## config.mk

```make
export PLATFORM = sky130hd
export DESIGN_NAME = ahb_master
export DESIGN_NICKNAME = d
export VERILOG_FILES = /design/src/rtl/ahb_pkg.sv /design/src/rtl/ahb_master.sv
export SDC_FILE = /design/constraint.sdc
export NUM_CORES = 1
export LEC_CHECK = 0
export ABC_CLOCK_PERIOD_IN_PS = 2900
export CORE_MARGIN = 10
export CORE_UTILIZATION = 45
export DETAILED_ROUTE_END_ITERATION = 12
export GPL_TIMING_DRIVEN = 1
export PLACE_DENSITY = 0.87
export RECOVER_POWER = 100
export SETUP_SLACK_MARGIN = 0.2
export SYNTH_ARGS = -nofsm -noshare
export SYNTH_HDL_FRONTEND = slang
export SYNTH_SLANG_ARGS = --single-unit
```

## constraint.sdc

```tcl
create_clock -name hclk -period 2.9 [get_ports hclk]
set_input_delay 0.435 -clock hclk [delete_from_list [all_inputs] [get_ports hclk]]
set_output_delay 0.435 -clock hclk [all_outputs]
set_load 0.005 [all_outputs]
```

## src/rtl/ahb_pkg.sv

```systemverilog
// Shared AHB-Lite encodings and the ahb_master state type.
package ahb_pkg;

  localparam logic [1:0] HTRANS_IDLE   = 2'b00;
  localparam logic [1:0] HTRANS_BUSY   = 2'b01;
  localparam logic [1:0] HTRANS_NONSEQ = 2'b10;
  localparam logic [1:0] HTRANS_SEQ    = 2'b11;

  localparam logic [2:0] HBURST_SINGLE = 3'b000;
  localparam logic [2:0] HBURST_INCR   = 3'b001;

  localparam logic [2:0] HSIZE_WORD    = 3'b010;

  localparam logic [1:0] HRESP_OKAY    = 2'b00;
  localparam logic [1:0] HRESP_ERROR   = 2'b01;

  typedef enum logic [1:0] {
    ST_IDLE,
    ST_ADDR,
    ST_LAST,
    ST_ERR
  } mst_state_t;

  // NONSEQ and SEQ are the only transfer types that move data.
  function automatic logic trans_active(input logic [1:0] t);
    return t[1];
  endfunction

endpackage

```

## src/rtl/ahb_master.sv

```systemverilog
// AHB-Lite initiator: one command of 1-256 word beats becomes a pipelined bus transaction.
// Optional build macro AHB_MST_BURST_EN: INCR bursts, SEQ beats and BUSY on write starvation.
//
// state | meaning
// IDLE  | waiting for a command, cmd_ready high
// ADDR  | issuing address phases; the previous beat's data phase may overlap
// LAST  | all addresses accepted, final data phase outstanding
// ERR   | first ERROR cycle seen, waiting for the second to close the command
module ahb_master
  import ahb_pkg::*;
#(
  parameter int ADDR_WID = 32
) (
  input  logic                hclk,
  input  logic                hresetn,
  input  logic                cmd_valid,
  output logic                cmd_ready,
  input  logic                cmd_write,
  input  logic [ADDR_WID-1:0] cmd_addr,
  input  logic [7:0]          cmd_len,
  input  logic                wr_valid,
  output logic                wr_ready,
  input  logic [31:0]         wr_data,
  output logic                rd_valid,
  output logic [31:0]         rd_data,
  output logic                done,
  output logic                done_err,
  output logic [ADDR_WID-1:0] haddr,
  output logic [1:0]          htrans,
  output logic                hwrite,
  output logic [2:0]          hsize,
  output logic [2:0]          hburst,
  output logic [31:0]         hwdata,
  input  logic [31:0]         hrdata,
  input  logic                hready,
  input  logic [1:0]          hresp
);

`ifdef AHB_MST_BURST_EN
  localparam bit BURST_EN = 1'b1;
`else
  localparam bit BURST_EN = 1'b0;
`endif

  localparam logic [ADDR_WID-1:0] WORD_MASK = ~(ADDR_WID'(3));

  mst_state_t          state_q, state_d;
  logic [ADDR_WID-1:0] addr_q, addr_d;
  logic                write_q, write_d;
  logic [8:0]          remain_q, remain_d;
  logic                first_q, first_d;
  logic [2:0]          burst_q, burst_d;
  logic [31:0]         hwdata_q, hwdata_d;
  logic [31:0]         pend_q, pend_d;
  logic                frz_q, frz_d;
  logic [1:0]          trans_q, trans_d;
  logic                dp_q, dp_d;
  logic                dp_write_q, dp_write_d;

  logic                err_first;
  logic [1:0]          trans_new;
  logic [1:0]          trans_fill;

  assign haddr  = addr_q;
  assign hwrite = write_q;
  assign hsize  = HSIZE_WORD;
  assign hburst = burst_q;
  assign hwdata = hwdata_q;

  always_comb begin
    state_d    = state_q;
    addr_d     = addr_q;
    write_d    = write_q;
    remain_d   = remain_q;
    first_d    = first_q;
    burst_d    = burst_q;
    hwdata_d   = hwdata_q;
    pend_d     = pend_q;
    frz_d      = 1'b0;
    trans_d    = HTRANS_IDLE;
    dp_d       = hready ? 1'b0 : dp_q;
    dp_write_d = dp_write_q;
    cmd_ready  = 1'b0;
    wr_ready   = 1'b0;
    htrans     = HTRANS_IDLE;
    done       = 1'b0;
    done_err   = 1'b0;

    err_first  = dp_q && !hready && (hresp == HRESP_ERROR);
    rd_valid   = dp_q && hready && !dp_write_q && (hresp == HRESP_OKAY) && (state_q != ST_ERR);
    rd_data    = rd_valid ? hrdata : 32'd0;

    // The very first beat never shows BUSY; a 1 KB crossing restarts the burst.
    if (BURST_EN) begin
      trans_new  = (first_q || (addr_q[9:0] == 10'd0)) ? HTRANS_NONSEQ : HTRANS_SEQ;
      trans_fill = first_q ? HTRANS_IDLE : HTRANS_BUSY;
    end else begin
      trans_new  = HTRANS_NONSEQ;
      trans_fill = HTRANS_IDLE;
    end

    case (state_q)
      ST_IDLE: begin
        cmd_ready = 1'b1;
        if (cmd_valid) begin
          state_d  = ST_ADDR;
          addr_d   = cmd_addr & WORD_MASK;
          write_d  = cmd_write;
          remain_d = {1'b0, cmd_len} + 9'd1;
          first_d  = 1'b1;
          burst_d  = (BURST_EN && (cmd_len != 8'd0)) ? HBURST_INCR : HBURST_SINGLE;
        end
      end

      ST_ADDR: begin
        if (err_first) begin
          state_d = ST_ERR;
        end else begin
          // A waited address phase replays whatever was shown before the wait.
          if (frz_q) begin
            htrans = trans_q;
          end else if (write_q && !wr_valid) begin
            htrans = trans_fill;
          end else begin
            htrans   = trans_new;
            wr_ready = write_q;
          end
          if (wr_ready) begin
            pend_d = wr_data;
          end
          if (hready && trans_active(htrans)) begin
            addr_d     = addr_q + ADDR_WID'(4);
            remain_d   = remain_q - 9'd1;
            first_d    = 1'b0;
            dp_d       = 1'b1;
            dp_write_d = write_q;
            if (write_q) begin
              hwdata_d = wr_ready ? wr_data : pend_q;
            end
            if (remain_q == 9'd1) begin
              state_d = ST_LAST;
            end
          end
          frz_d   = !hready;
          trans_d = htrans;
        end
      end

      ST_LAST: begin
        if (err_first) begin
          state_d = ST_ERR;
        end else if (hready) begin
          done     = 1'b1;
          done_err = (hresp == HRESP_ERROR);
          state_d  = ST_IDLE;
        end
      end

      ST_ERR: begin
        if (hready) begin
          done     = 1'b1;
          done_err = 1'b1;
          dp_d     = 1'b0;
          state_d  = ST_IDLE;
        end
      end

      default: begin
        state_d = ST_IDLE;
      end
    endcase
  end

  always_ff @(posedge hclk or negedge hresetn) begin
    if (!hresetn) begin
      state_q    <= ST_IDLE;
      addr_q     <= '0;
      write_q    <= 1'b0;
      remain_q   <= 9'd0;
      first_q    <= 1'b0;
      burst_q    <= HBURST_SINGLE;
      hwdata_q   <= 32'd0;
      pend_q     <= 32'd0;
      frz_q      <= 1'b0;
      trans_q    <= HTRANS_IDLE;
      dp_q       <= 1'b0;
      dp_write_q <= 1'b0;
    end else begin
      state_q    <= state_d;
      addr_q     <= addr_d;
      write_q    <= write_d;
      remain_q   <= remain_d;
      first_q    <= first_d;
      burst_q    <= burst_d;
      hwdata_q   <= hwdata_d;
      pend_q     <= pend_d;
      frz_q      <= frz_d;
      trans_q    <= trans_d;
      dp_q       <= dp_d;
      dp_write_q <= dp_write_d;
    end
  end

endmodule

```

==> reports/results.ini, run 1 <==
[run_status]
outcome = finished clean

[finish]
seqCellArea_um2 = 2780
nets = 922
antenna_cells = 0
multi_input_area_um2 = 2850
area_delta_synth_final_pct = 42.7
fillers = 995
drive_gt1_share_pct = 8.38

[yosys]
async_reset_ff_share_pct = 100
avgSynthCellArea_um2 = 9.58
synth_top_flop_cell = dfrtp_1
synthDistinctLibCells = 56
ys_seq_area_share_pct = 47.1
synth_edf_count = 0
yosysWarnings = 0
netlist_instances = 615
syn_area_um2 = 5890
synth_seq_cells = 111

[floorplanning]
die_w_um = 134
initial_core_util_pct = 46.3
die_y_um = 134
dieArea_um2 = 18100
coreArea_um2 = 12700
pin_count = 222
num_rows = 41

[setup_path]
critPathCaptureType = output port
cp.arrival_ns = 2.27
crit_fanout = 33
reg2reg_from = frz_q$_DFF_PN0_
cp-start-kind = input port
r2r_slack_ns = 0.38
reg2reg_to = remain_q[5]$_DFFE_PN0P_
crit_type = input port to output port
worstPathRequired_ns = 2.47
r2r.worst_path.cells = 6

[timing]
setup-tns-final_ns = 0
drv_slew = 0
setup_viol = 0
grt_setup_unrepaired = yes
fin_crit_ns = 2.71
max_freq_mhz = 369
hold_ws_ns = 0.369
final-hold-violation-count = 0
finalClockSkew_ns = 0.00843
period_share_pct = 93.4
worst_pin_slew_ns = 1.33
slew_headroom_pct = 11.4

[route]
dr_wl_met2_mm = 9.55
wl_met1_mm = 7.41
drt_pass1_iterations = 5
wl_mm = 18.7
remaining_drc_errors = 0
first_iter_violations = 568
dr_wl_met3_mm = 1.27
vias = 5566
wl_per_cell_um = 19.0
drtAntennaViolNets = 0
vias_per_cell = 5.66
top_layer = met4

[placement]
dp_hpwl_mm = 14.1
gp_congestion = 0.933
port_buffers = 211

[clocking]
clkSinkCount = 111
numCtsBuffers = 9
clockBufferDepth = 2
htree_levels = 3
post_cts_buffers = 0
clk_transition_reported_paths_ns = 0.07
cts-root-buf = clkbuf_16
clock_latency_ns = 0.35
cts_tree = done

[hold_path]
hold_path.class = input port to async pin

[global_routing]
antenna_found_initial = 0
grt_pass1_wl_mm = 29.8
grt_max_degree = 69
grt_usage_pct = 20.1
first_global_vias = 5733
overflow = 0

[pwr]
swShare_pct = 38.8
seqPwrFrac_pct = 38.2
power_density_nw_per_um2 = 895
vdd_drop_max_v = 0.000436
p_comb_share_pct = 45.7
p_int_uw = 4610
leakage_uw = 0.00368
power_frac_clock_pct = 16.1
power_switching_uw = 2920

[job]
cap_violations = 0

-- kinds of logic (layout without fill, tap and decap cells) --
| logic type | Yosys count | count (layout) | synth area share [%] |
|---|---|---|---|
| AO/OA/AOI/OAI | 156 | 156 | 16.1 |
| XOR/XNOR | 5 | 5 | 0.743 |
| adder cells (fa/ha/maj) | 4 | 4 | 0.849 |
| buffers and inverters | 64 | 254 | 4.76 |
| flip-flops | 111 | 111 | 47.1 |
| multiplexers | 66 | 66 | 11.9 |
| other | 2 | 8 | 0.127 |
| AND/OR/NAND/NOR | 207 | 207 | 18.4 |
-- power by group through the flow --
| stage | Sequential, µW | Combinational [µW] | Clock [µW] |
|---|---|---|---|
| floorplan | 2790 | 2010 | 0 |
| global placement | 2840 | 3490 | 0 |
| detailed placement | 2910 | 3650 | 0 |
| CTS | 2890 | 3680 | 1230 |
| global route | 2980 | 3790 | 1300 |
| finish | 2880 | 3440 | 1210 |
-- area by class of cell --
| cell class | count | share of cell area, % |
|---|---|---|
| inverters | 15 | 0.670 |
| repair buffers | 223 | 26.4 |
| clock inverters | 5 | 0.476 |
| well taps | 172 | 2.56 |
| clock buffers | 11 | 2.89 |
| flip-flops and latches | 111 | 33.0 |
| multi-input cells | 446 | 33.9 |
-- synth_stat cells, types with 2 or more instances --
| master | number | area (µm²) |
|---|---|---|
| o22a_1 | 5 | 43.8 |
| o21ai_0 | 58 | 290 |
| buf_1 | 3 | 11.3 |
| nand3_1 | 19 | 95.1 |
| or4_1 | 4 | 30.0 |
| o31ai_1 | 3 | 22.5 |
| nor3_1 | 15 | 75.1 |
| buf_2 | 8 | 40.0 |
| or2_2 | 2 | 12.5 |
| a41oi_1 | 3 | 26.3 |
| mux2i_1 | 33 | 330 |
| conb_1 | 2 | 7.51 |
| nand4_2 | 2 | 25.0 |
| nor3b_1 | 2 | 15.0 |
| and2_1 | 34 | 213 |
| and3_1 | 4 | 25.0 |
| inv_1 | 15 | 56.3 |
| buf_4 | 8 | 60.1 |
| o2bb2ai_1 | 2 | 17.5 |
| xor2_1 | 2 | 17.5 |
| ha_1 | 4 | 50.1 |
| nor2b_1 | 2 | 12.5 |
| a31oi_1 | 5 | 31.3 |
| dfrtp_1 | 111 | 2780 |
| and4_1 | 3 | 26.3 |
| nand4_1 | 8 | 50.1 |
| a22o_1 | 3 | 26.3 |
| xnor2_1 | 3 | 26.3 |
| nor4_2 | 2 | 25.0 |
| a21oi_1 | 41 | 205 |
| nor4_1 | 4 | 25.0 |
| clkbuf_1 | 30 | 113 |
| nand2b_1 | 5 | 31.3 |
| a211oi_1 | 4 | 30.0 |
| mux2_2 | 33 | 372 |
| nor2_1 | 20 | 75.1 |
| a22oi_1 | 3 | 22.5 |
| nand2_1 | 71 | 267 |
| a2bb2oi_1 | 7 | 61.3 |
| or3_1 | 5 | 31.3 |
| o22ai_1 | 12 | 75.1 |
-- worst max-delay path by stage --
stage               depth (start not counted)                  from                     to  slack (ns)
global route                                6                hready             rd_data[3]         0.1
detailed placement                          6              hresp[0]              htrans[1]        0.14
floorplan                                   7  haddr[2]$_DFFE_PN0P_  haddr[26]$_DFFE_PN0P_        0.95
finish                                      6                hready            rd_data[19]        0.19
global placement                            6              hresp[0]              htrans[1]        0.14
CTS                                         6              hresp[0]              htrans[1]        0.20
-- registers in the layout, summed over array words and instances, names as in the netlist --
name,flops
frz_q,1
hwdata,32
dp_q,1
pend_q,32
dp_write_q,1
hwrite,1
haddr,30
state_q,2
remain_q,9
trans_q,2
-- layer usage --
metal | GRT usage [%] | vias up
met3 | 4.41 | 32
met1 | 22.5 | 2700
met4 | 7.68 | 0
li1 | - | 2576
met5 | 0 | -
met2 | 36.3 | 258
-- per-stage QoR --
| step | util, % | setup slack, ns | power [µW] | instance area (µm²) | cells |
|---|---|---|---|---|---|
| floorplan | - | 0.949 | 4790 | 5920 | 621 |
| global placement | 64.4 | 0.143 | 6340 | 8190 | 967 |
| detailed placement | 64.4 | 0.139 | 6560 | 8190 | 967 |
| CTS | 66.7 | 0.199 | 7800 | 8480 | 983 |
| global route | 66.1 | 0.0979 | 8070 | 8410 | 983 |
| finish | 66.1 | 0.192 | 7530 | 8410 | 983 |
-- layout by cell type, fill, tap and decap left out, drive strengths merged, types with 3 or more instances in the layout --
cell           instances
o31ai                  3
nand2b                 5
nor2                  20
dlygate4sd3           91
a22o                   3
clkdlybuf4s50        118
or4                    5
nand4                 10
and4                   3
a211oi                 4
clkbuf                16
nor4                   6
nand3                 19
mux2i                 33
and3                   4
xnor2                  3
and2                  34
a22oi                  3
or3                    5
a41oi                  3
a2bb2oi                7
nand2                 71
o22ai                 12
dfrtp                111
inv                   18
conb                   8
nor3b                  3
o22a                   5
mux2                  33
nor3                  15
buf                    9
o21ai                 58
a31oi                  5
ha                     4
a21oi                 41
-- timing repair --
item                       4_1_cts  5_1_grt
gates cloned                     0        0
hold buffers                     0        0
pin swaps                        0        1
resized for setup                2        2
setup endpoints to repair        2       34
-- critical path, stage by stage --
cell,delay [ns]
dlygate4sd3_1,0.57
nand4_1,0.12
a211oi_2,0.23
buf_12,0.20
and2_1,0.14
dlygate4sd3_1,0.58
Note: power is estimated with default switching activity, not from simulation.
==> run 2, diff against run 1 <==
CELL_PAD_IN_SITES_DETAIL_PLACEMENT = 1   (was default)
CELL_PAD_IN_SITES_GLOBAL_PLACEMENT = 1   (was default)
CORE_UTILIZATION = 36   (was 45)
PLACE_DENSITY = 0.93   (was 0.87)
==> run 2 against run 1 <==
Effect of this change: the run now ends with capacitance limit, slew limit left; register-to-register slack better by 0.04 ns; setup slack worse by 0.059 ns; sequential share of layout area down 0.63 points; maximum frequency is 2.1% lower; via count rose by 0.70%; clock skew is 0.0045 ns higher; final cell count grew 5.5%; critical endpoint is now rd_data[30]; largest cell class unchanged; largest power group unchanged.
==> reports/results.ini, run 2 (same netlist as run 1, synthesis figures left out) <==
[timing]
fin_crit_ns = 2.77
final-hold-violation-count = 0
period_share_pct = 95.4
setup-tns-final_ns = 0
max_freq_mhz = 361
worst_pin_slew_ns = 2.47
slew_headroom_pct = -64.5
setup_viol = 0
drv_slew = 44
grt_setup_unrepaired = yes
finalClockSkew_ns = 0.0129

[finish]
most-common-layout-cells = clkdlybuf4s50_1 (115), dfrtp_1 (111), dlygate4sd3_1 (74)
final_common_cell = clkdlybuf4s50_1
drive_gt1_share_pct = 9.50
nets = 932
antenna_cells = 0
final_util_pct = 53.8
post-route-cell-area_um2 = 8570
area_delta_synth_final_pct = 45.5

[floorplanning]
num_rows = 46
pin_count = 222
dieArea_um2 = 21900
die_y_um = 148
die_w_um = 148
coreArea_um2 = 15900
initial_core_util_pct = 37.0

[route]
drt_pass1_iterations = 4
vias_per_cell = 5.41
remaining_drc_errors = 0
wl_per_cell_um = 21.1
drtAntennaViolNets = 0
wl_mm = 21.8
first_iter_violations = 386
vias = 5605

[setup_path]
cp-start-kind = input port
crit_fanout = 8
reg2reg_to = haddr[17]$_DFFE_PN0P_
reg2reg_from = state_q[1]$_DFFE_PN0P_
cp-startpoint = hresp[1]
worstPathRequired_ns = 2.47
critPathCaptureType = output port
crit_type = input port to output port
r2r_slack_ns = 0.42
r2r.worst_path.cells = 5
cp.arrival_ns = 2.33
endpoint = rd_data[30]

[placement]
port_buffers = 211
dp_hpwl_mm = 16.1
gp_congestion = 0.824
dpl-instance-area_um2 = 8260

[clocking]
numCtsBuffers = 9
clkSinkCount = 111
clk_transition_reported_paths_ns = 0.08
ctsHoldBuffers = 0
cts-root-buf = clkbuf_16
htree_levels = 3
clockBufferDepth = 2
cts_tree = done
clock_latency_ns = 0.36

[global_routing]
grt_usage_pct = 19.1
grt_pass1_wl_mm = 33.6
antenna_found_initial = 0
first_global_vias = 5912
grt_max_degree = 68
overflow = 0

[pwr]
p_comb_share_pct = 45.7
swShare_pct = 39.8
vdd_drop_max_v = 0.000495
power_density_nw_per_um2 = 898
seqPwrFrac_pct = 37.6
power_switching_uw = 3060
power_frac_clock_pct = 16.7
p_int_uw = 4640
leakage_uw = 0.00377

[hold_path]
hold_path.class = flip-flop to flip-flop

[run_status]
violations = capacitance limit, slew limit
outcome = finished, violations left

[job]
cap_violations = 1

==> run 2: cell types whose count changed in the layout (fill, tap and decap cells not counted), sizes merged, moves of 2 or more <==
cell,delta
dlygate4sd3,-17
clkdlybuf4s25,+13
dlymetal6s2s,+6
buf,+4
clkbuf,+4
clkdlybuf4s50,-3
dlygate4sd2,+2
==> run 2: final cells by class <==
cell class / instances / area (µm²)
Fill cell: 1805 / 7370
Multi-Input combinational cell: 446 / 2870
Sequential cell: 111 / 2780
Timing Repair Buffer: 233 / 2300
Tap cell: 216 / 270
Clock buffer: 10 / 239
Clock inverter: 6 / 61.3
Inverter: 15 / 56.3
==> run 2: power groups by stage <==
stage | Clock [µW] | Combinational (µW) | Sequential (µW)
after detailed placement | 0 | 3750 | 2940
final | 1290 | 3520 | 2890
after CTS | 1320 | 3780 | 2910
after floorplan | 0 | 2010 | 2790
after global routing | 1390 | 3890 | 3010
after global placement | 0 | 3570 | 2860
==> run 2: through the flow <==
step                      hold slack [ns]  setup WS, ns  cells  total power (µW)
after floorplan                     0.139         0.949    621              4790
after global placement              0.461         0.125   1014              6440
after detailed placement            0.471        0.0203   1014              6690
after CTS                          0.0962         0.249   1034              8010
after global routing                0.517        0.0819   1037              8290
final                               0.474         0.133   1037              7700
==> run 2: worst min-delay path by stage <==
stage	start	endpoint	slack [ns]	cells past startpoint
6_report	hwdata[14]$_DFFE_PN0P_	hwdata[14]$_DFFE_PN0P_	0.47	2
5_1_grt	hwdata[21]$_DFFE_PN0P_	hwdata[21]$_DFFE_PN0P_	0.52	2
4_1_cts	hresetn	haddr[5]$_DFFE_PN0P_	0.1	1
3_5_place_dp	hwdata[13]$_DFFE_PN0P_	hwdata[13]$_DFFE_PN0P_	0.47	2
3_3_place_gp	hwdata[5]$_DFFE_PN0P_	hwdata[5]$_DFFE_PN0P_	0.46	2
2_1_floorplan	hresetn	dp_q$_DFF_PN0_	0.14	0
==> run 2: timing repair <==
item,4_1_cts,5_1_grt
setup buffers,2,3
endpoints found under the setup margin,35,34
cloned,2,0
pin swaps,1,0
gates resized for setup,7,24
==> run 2: metal layers <==
metal / global-route usage (%) / routed length [µm]
met1: 21.6 / 8890
met5: 0 / 0
met2: 35.4 / 11500
met4: 6.74 / 489
met3: 3.08 / 965
==> run 2: worst max-delay path: stages <==
cell	delay, ns
clkdlybuf4s50_1	0.43
inv_2	0.08
nand4_1	0.12
a211oi_2	0.20
clkbuf_1	0.20
buf_6	0.16
and2_1	0.12
dlygate4sd3_1	0.58
==> run 3, diff against run 2 <==
SETUP_SLACK_MARGIN = default   (was 0.2)
==> run 3 against run 2 <==
Effect of this change: the run still ends with capacitance limit, slew limit left; utilization is 0.48 points lower; clock skew is 0.0011 ns higher; hold slack worse by 0.0013 ns; combinational power hardly changed; die area stayed put; non-clock buffer count is 7 lower; maximum frequency is 0.26% lower; global-route usage is 0.42 points lower.
==> reports/results.ini, run 3 (same netlist as run 1, synthesis figures left out) <==
[finish]
fillers = 1820
drive_gt1_share_pct = 8.60
area_delta_synth_final_pct = 44.2
final_util_pct = 53.3
antenna_cells = 0
fin_cells = 1030
final_common_cell = clkdlybuf4s50_1
nets = 925
most-common-layout-cells = clkdlybuf4s50_1 (114), dfrtp_1 (111), dlygate4sd3_1 (94)

[global_routing]
grt_pass1_wl_mm = 33.0
first_global_vias = 5841
antenna_found_initial = 0
grt_usage_pct = 18.7
grt_max_degree = 68
overflow = 0

[clocking]
cts.repair.resized = 0
clk_transition_reported_paths_ns = 0.08
clock_latency_ns = 0.36
cts_tree = done
clkSinkCount = 111
clockBufferDepth = 2
ctsHoldBuffers = 0
numCtsBuffers = 9
cts-root-buf = clkbuf_16
htree_levels = 3
post_cts_buffers = 0

[setup_path]
r2r_slack_ns = 0.39
reg2reg_from = state_q[1]$_DFFE_PN0P_
cp-startpoint = hresp[0]
worstPathRequired_ns = 2.47
crit_type = input port to output port
cp-start-kind = input port
critPathCaptureType = output port
cp.arrival_ns = 2.34
r2r.worst_path.cells = 5
reg2reg_to = haddr[17]$_DFFE_PN0P_
crit_fanout = 5

[pwr]
vdd_drop_max_v = 0.000496
leakage_uw = 0.00372
power_density_nw_per_um2 = 903
total_power_uw = 7670

[hold_path]
whs_path_depth = 3
hold_path.class = input port to flip-flop
hold_end = frz_q$_DFF_PN0_
holdCritStartpoint = hready

[run_status]
violations = capacitance limit, slew limit
outcome = finished, violations left

[floorplanning]
num_rows = 46
die_y_um = 148
coreArea_um2 = 15900
die_w_um = 148
initial_core_util_pct = 37.0
dieArea_um2 = 21900
pin_count = 222

[placement]
dp_hpwl_mm = 16.1
place_inst = 1014
gp_congestion = 0.824
port_buffers = 211

[route]
remaining_drc_errors = 0
wl_mm = 21.0
drtAntennaViolNets = 0
vias = 5540
drt_pass1_iterations = 4
first_iter_violations = 402
wl_per_cell_um = 20.4
vias_per_cell = 5.38

[timing]
worst_pin_slew_ns = 2.46
fin_crit_ns = 2.77
slew_headroom_pct = -64.2
setup_viol = 0
final-hold-violation-count = 0
period_share_pct = 95.7
setup-tns-final_ns = 0
drv_slew = 44
finalClockSkew_ns = 0.0140
hold_ws_ns = 0.473
max_freq_mhz = 360
grt_setup_unrepaired = no

[job]
cap_violations = 1

run 3: cell count changes in the layout (fill, tap and decap cells not counted), moves of 2 or more:
cell             delta
and2_0              +4
and2_1              -4
buf_4               -3
clkbuf_1            -2
clkdlybuf4s25_1    -13
dlygate4sd2_1       -2
dlygate4sd3_1      +20
dlymetal6s2s_1      -4
run 3: worst max-delay path by stage:
stage | slack [ns] | depth (start not counted) | end
CTS | 0.02 | 7 | rd_data[6]
finish | 0.13 | 6 | wr_ready
detailed placement | 0.02 | 7 | rd_data[6]
global route | 0.03 | 2 | pend_q[26]$_DFFE_PN0P_
floorplan | 0.95 | 7 | haddr[26]$_DFFE_PN0P_
global placement | 0.13 | 7 | rd_data[5]
run 3: per-stage QoR:
| step | instance area [µm²] | setup WS [ns] |
|---|---|---|
| 2_1_floorplan | 5920 | 0.949 |
| 3_3_place_gp | 8260 | 0.125 |
| 3_5_place_dp | 8260 | 0.0203 |
| 4_1_cts | 8560 | 0.0220 |
| 5_1_grt | 8500 | 0.0296 |
| 6_report | 8500 | 0.126 |
run 3: routing by layer:
metal / up-vias / wire length [µm] / GRT usage, % / share of wire [%]
li1: 2592 / - / - / -
met1: 2753 / 8670 / 21.4 / 41
met2: 169 / 11000 / 34.2 / 52
met3: 26 / 929 / 3.11 / 4.4
met4: 0 / 414 / 6.74 / 2.0
met5: - / 0 / 0 / 0
run 3: critical path, stage by stage:
cell             delay (ns)
clkdlybuf4s50_1        0.50
nor4b_1                0.27
clkbuf_1               0.18
nand2b_1               0.28
nor2_4                 0.06
dlygate4sd3_1          0.61
run 3: final cells by class:
type                    instances  area (µm²)  area share (%)
well taps                     216         270            3.18
multi-input cells             446        2860            33.6
repair buffers                226        2230            26.3
inverters                      15        56.3           0.663
clock buffers                  10         239            2.81
clock inverters                 6        61.3           0.722
flip-flops and latches        111        2780            32.7
run 3: power breakdown:
part	switching (µW)	leakage [µW]	internal (µW)
Clock	657	0.000145	632
Sequential	619	0.00134	2270
Combinational	1770	0.00223	1730
